<file path="config.mk">
export PLATFORM = sky130hd
export DESIGN_NAME = pwm8_led_driver
export DESIGN_NICKNAME = d
export VERILOG_FILES = /design/src/rtl/pwm8_led_driver.sv
export SDC_FILE = /design/constraint.sdc
export NUM_CORES = 1
export LEC_CHECK = 0
export ABC_CLOCK_PERIOD_IN_PS = 4200
export BUFFER_PORTS_ARGS = -buffer_cell sky130_fd_sc_hd__buf_2
export CAP_MARGIN = 20
export CORE_MARGIN = 5
export CORE_UTILIZATION = 30
export CTS_BUF_LIST = sky130_fd_sc_hd__clkbuf_8
export CTS_CLUSTER_SIZE = 14
export DETAILED_ROUTE_END_ITERATION = 10
export PLACE_DENSITY_LB_ADDON = 0.1
export SLEW_MARGIN = 20
export SYNTH_ARGS = -nofsm -noshare
export SYNTH_HDL_FRONTEND = slang
export SYNTH_SLANG_ARGS = --single-unit
</file>
<file path="constraint.sdc">
create_clock -name clk -period 4.2 [get_ports clk]
set_input_delay 0.42 -clock clk [delete_from_list [all_inputs] [get_ports clk]]
set_output_delay 0.42 -clock clk [all_outputs]
set_load 0.01 [all_outputs]
</file>
<file path="src/rtl/pwm8_led_driver.sv">
// Eight-channel PWM LED driver: double-buffered brightness codes, 16-slice
// PWM period built from a prescaler, and a frame pulse at each period start.
module pwm8_led_driver #(
  parameter int N_CH     = 8,
  parameter int CODE_W   = 3,
  parameter int PRESCALE = 1024
) (
  input  logic                     clk,
  input  logic                     rst,
  input  logic                     iEn,
  input  logic [N_CH*CODE_W-1:0]   iLevel,
  input  logic                     iLoad,
  output logic [N_CH-1:0]          oLed,
  output logic                     oFrame,
  output logic                     oPending
);

  localparam logic [15:0] PRE_MAX = 16'(PRESCALE - 1);

  logic [15:0]              pre_cnt;
  logic [3:0]               slc;
  logic [N_CH*CODE_W-1:0]   shadow;
  logic [N_CH*CODE_W-1:0]   active;
  logic                     tick;
  logic                     boundary;
  logic [N_CH-1:0]          led_next;

  assign tick     = (pre_cnt == PRE_MAX) && iEn;
  assign boundary = tick && (slc == 4'd15);

  // Slices lit per 16-slice period; codes above 4 saturate at full on.
  function automatic logic [4:0] duty(input logic [CODE_W-1:0] code);
    logic [4:0] d;
    case (code)
      CODE_W'(0): d = 5'd0;
      CODE_W'(1): d = 5'd2;
      CODE_W'(2): d = 5'd4;
      CODE_W'(3): d = 5'd8;
      default:    d = 5'd16;
    endcase
    return d;
  endfunction

  always_comb begin
    led_next = '0;
    for (int i = 0; i < N_CH; i++) begin
      led_next[i] = iEn && ({1'b0, slc} < duty(active[i*CODE_W +: CODE_W]));
    end
  end

  always_ff @(posedge clk) begin
    if (!rst) begin
      pre_cnt  <= '0;
      slc      <= '0;
      shadow   <= '0;
      active   <= '0;
      oLed     <= '0;
      oFrame   <= 1'b0;
      oPending <= 1'b0;
    end else begin
      // Counters freeze while disabled and resume from where they stopped.
      if (iEn) begin
        pre_cnt <= (pre_cnt == PRE_MAX) ? 16'd0 : pre_cnt + 16'd1;
        if (tick) slc <= (slc == 4'd15) ? 4'd0 : slc + 4'd1;
      end
      // On a boundary the old shadow is applied; a same-cycle load waits.
      if (boundary) active <= shadow;
      if (iLoad)    shadow <= iLevel;
      oPending <= iLoad | (oPending & ~boundary);
      oLed     <= led_next;
      oFrame   <= boundary;
    end
  end

endmodule

</file>
Word-level counts from Yosys, hierarchy flattened
Index checks and enable logic that the tools add are counted.
{"block": "word_totals", "out_inout_bits": 10, "register_bits": 78}
{"block": "classes", "addsub": 2, "magnitude_cmp": 8, "n_mux": 10, "bitwise_logic": 3, "n_reduce_logical": 19, "eq_ne": 26}
{"operator": "$pmux 5 s4", "n": 8}
{"operator": "$eq 3x2->1 const B", "n": 16}
{"operator": "$lt 4x5->1", "n": 8}
{"operator": "$eq 3x1->1 const B", "n": 8}
{"operator": "$logic_not 3->1", "n": 8}
{"operator": "$add 16x1->16 const B", "n": 1}
{"operator": "$eq 16x10->1 const B", "n": 1}
{"operator": "$mux 16", "n": 1}
{"operator": "$logic_and 1x1->1", "n": 10}
{"operator": "$add 4x1->4 const B", "n": 1}
{"operator": "$eq 4x4->1 const B", "n": 1}
{"operator": "$mux 4", "n": 1}
{"operator": "$reduce_and 2->1", "n": 1}
{"operator": "$and 1x1->1", "n": 1}
{"operator": "$not 1->1", "n": 1}
{"operator": "$or 1x1->1", "n": 1}

Depth between registers and ports, before layout
{"block": "depth", "depth_word": 6, "ltp_mapped": 7}

Worst setup path before layout
OpenSTA, ideal clock, no wires.
{"block": "synth_timing", "kind": "reg-to-reg", "startpoint": "reg pre_cnt[10]", "endpoint": "reg pre_cnt[4]", "arrival_time_ps": 1887, "slack_ps": 2198, "stages_incl_launch_ff": 7, "synth_period_minus_slack_ps": 2002, "required_time_ps": 4085, "setup_ps": 115, "cell_sequence": "dfxtp_1 or4_4 or4_4 buf_2 nand2_2 buf_4 nor2_1"}
{"block": "synth_between", "elab_chain_len": 2}
{"element": "start, declared", "line": "20", "text": "logic [15:0] pre_cnt;"}
{"element": "start signal, assigned", "line": "63", "text": "pre_cnt <= (pre_cnt == PRE_MAX) ? 16'd0 : pre_cnt + 16'd1;"}
{"element": "$eq 16x10->1", "line": "63"}
{"element": "$mux 16", "line": "63"}
No other way between the ends.
A chain may end at the register's enable or synchronous reset.

Worst setup path in the final report
{"block": "layout_timing", "startpoint": "reg pre_cnt[0]", "endpoint": "reg slc[2]"}
{"block": "layout_between", "elab_chain_len": 3}
{"element": "$eq 16x10->1", "line": "28", "text": "assign tick = (pre_cnt == PRE_MAX) && iEn;"}
{"element": "$logic_and 1x1->1", "line": "28"}
{"element": "$reduce_and 2->1 (no source line)"}
{"element": "end signal, assigned", "line": "64", "text": "if (tick) slc <= (slc == 4'd15) ? 4'd0 : slc + 4'd1;"}
{"element": "end, declared", "line": "21", "text": "logic [3:0] slc;"}
No other way between the ends.

==> flow_metrics.py <==
metrics = {
    "sta": {
        "fin_skew_ns": 0.00780,
        "tightest_slew_ns": 0.986,
        "slew_violations": 0,
        "slew_headroom_pct": 34.2,
        "finalSetupTns_ns": 0,
        "min_period_over_period_pct": 57.4,
        "maxClockFrequency_mhz": 415,
        "finalHoldViolCount": 0,
        "min_period_ns": 2.41,
        "report.final.setup_viol": 0,
        "rsz0062_at_grt": "no",
    },
    "die": {
        "chipWidth_um": 118,
        "dieArea_um2": 13900,
        "ios": 38,
        "rows": 39,
        "core_area_um2": 11400,
        "die_h_um": 118,
        "start_util_pct": 30.6,
    },
    "logic_synthesis": {
        "syn_nets": 431,
        "syn_area_um2": 3480,
        "syn_area_per_cell_um2": 9.04,
        "synth_top_area_cell": "dfxtp_1",
        "yosysWarnings": 0,
        "yosysSeqAreaShare_pct": 44.9,
        "synthTopCellsByArea": "dfxtp_1 45%, mux2i_1 6.9%, ha_1 6.5%",
        "yosys_register_bits": 78,
        "synth_top_area_share_pct": 44.9,
        "netlist_instances": 385,
        "synth_cell_types": 39,
    },
    "worst_setup_path": {
        "rrSetupSlack_ns": 1.79,
        "r2r-end": "slc[2]",
        "crit_path_start_kind": "flip-flop",
        "arrival_ns": 2.68,
        "timing.rr.start": "pre_cnt[0]",
        "worstSetupStartpoint": "pre_cnt[0]",
        "crit_end": "slc[2]",
        "crit_type": "reg2reg",
        "reg2reg_depth": 5,
        "required_ns": 4.47,
        "worstPathMaxFanout": 31,
        "end_kind": "flip-flop",
    },
    "routing": {
        "first_pass_iters": 5,
        "avgRoutedWirePerCell_um": 14.3,
        "wl_um": 8000,
        "num_vias": 2761,
        "drt_iter0_markers": 129,
        "viasPerCell": 4.93,
        "ant_nets": 0,
        "drc_errors": 0,
    },
    "clock_tree": {
        "cts_hold_buf": 0,
        "cts_max_path_buffers": 2,
        "clk_pin_slew_ns": 0.08,
        "cts_tree": "done",
        "clock-sinks": 78,
        "cts_buffers": 9,
        "post_cts_buffers": 0,
        "clock_latency_ns": 0.35,
        "ctsHtreeMaxLevel": 3,
        "root_buffer": "clkbuf_8",
        "cts_resized": 0,
    },
    "global_routing": {
        "grt_overflow": 0,
        "first_global_vias": 2759,
        "grt_pass1_wl_um": 13500,
        "track_usage_pct": 12.0,
        "antenna_found_initial": 0,
        "grt_max_degree": 56,
    },
    "pwr": {
        "p_leak_nw": 1.52,
        "peakVddDrop_mv": 0.238,
        "p_per_area_nw_per_um2": 360,
    },
    "place": {
        "io_buffers": 37,
        "gp_congestion": 0.785,
        "dp_cells": 544,
        "dp_hpwl_um": 5130,
    },
    "layout": {
        "fillCellCount": 1216,
        "fin_util_pct": 35.1,
        "drive_gt1_share_pct": 16.1,
        "most-common-layout-cells": "78 x dfxtp_1, 52 x nor2_1, 37 x buf_2, 33 x o21ai_1, 30 x a21oi_1",
        "regArea_um2": 1560,
        "syn_to_final_growth_pct": 14.6,
        "antenna_cells": 0,
        "finalNonFillerCells": 560,
        "multiInputGateArea_um2": 1800,
        "layout.nets": 458,
        "final_common_cell": "dfxtp_1",
    },
    "min_path": {
        "hold_class": "in2reg",
    },
    "job": {
        "cap_violations": 0,
    },
    "outcome": {
        "status": "finished, final reports clean",
    },
}
## how the worst min path moves through the flow
stage	from	end	slack (ns)	cells after the start
final	iLevel[13]	shadow[13]	0.30	3
after global routing	iLevel[16]	shadow[16]	0.28	3
after CTS	iLevel[22]	shadow[22]	0.28	3
after detailed placement	shadow[18]	active[18]	0.46	2
after global placement	shadow[16]	active[16]	0.46	2
after floorplan	shadow[0]	active[0]	0.45	2
## power by group
part	switching (mW)	internal, mW	total [mW]
sequential	0.00943	0.755	0.765
combinational	0.0364	0.0279	0.0643
clock	0.267	0.338	0.605
total	0.313	1.12	1.43
## cell families after synthesis
logic type,synth area share [%]
AND/OR/NAND/NOR,20.9
XOR/XNOR,3.52
adder cells (fa/ha/maj),6.47
AO/OA/AOI/OAI,13.9
flip-flops,44.9
multiplexers,6.90
buffers and inverters,3.42
## Yosys cell counts, drive strengths merged
| cell type | number |
|---|---|
| and3 | 2 |
| a21boi | 5 |
| a21oi | 30 |
| nand4bb | 1 |
| nand2 | 13 |
| mux2i | 24 |
| o31a | 2 |
| and2 | 1 |
| o22ai | 1 |
| nand4 | 7 |
| a32o | 7 |
| a21o | 1 |
| and4 | 2 |
| nor2 | 52 |
| a41oi | 1 |
| or4b | 1 |
| or3 | 3 |
| o21ba | 1 |
| or3b | 6 |
| buf | 7 |
| xnor2 | 8 |
| nand3 | 30 |
| nor3 | 6 |
| clkbuf | 16 |
| nor4 | 4 |
| ha | 18 |
| or4 | 2 |
| inv | 6 |
| nand3b | 8 |
| or2 | 1 |
| xor2 | 6 |
| dfxtp | 78 |
| o21ai | 35 |
## routing by layer
metal  part of all wire, %  global-route usage [%]  wire [µm]
met1                    50                    15.4       3960
met3                   3.1                    3.41        249
met4                   1.5                    5.02        124
met2                    46                    18.9       3660
met5                     0                       0          0
## layout make-up
type | instances | share of cell area, %
Clock buffer | 13 | 4.49
Clock inverter | 3 | 1.00
Inverter | 6 | 0.565
Multi-Input combinational cell | 278 | 45.3
Sequential cell | 78 | 39.2
Tap cell | 143 | 4.49
Timing Repair Buffer | 39 | 5.02
## registers in the layout, indices dropped and copies added, names as in the netlist
| register | flops |
|---|---|
| active | 24 |
| oLed | 8 |
| oFrame | 1 |
| pre_cnt | 16 |
| slc | 4 |
| oPending | 1 |
| shadow | 24 |
## through the flow
step / instance area, µm² / hold WS (ns) / power, mW / setup slack (ns)
2_1_floorplan: 3480 / 0.447 / 0.823 / 2.20
3_3_place_gp: 3760 / 0.461 / 0.847 / 1.71
3_5_place_dp: 3760 / 0.464 / 0.849 / 1.62
4_1_cts: 3980 / 0.284 / 1.46 / 1.76
5_1_grt: 3990 / 0.285 / 1.50 / 1.58
6_report: 3990 / 0.302 / 1.43 / 1.79
## worst max-delay path, stage by stage, from the launching register on
cell	delay, ns
dfxtp_1	0.39
ha_1	0.23
nand4_1	0.39
or4_4	0.82
or3_1	0.37
a21oi_1	0.14
No activity file was read; power rests on OpenSTA's default activity.
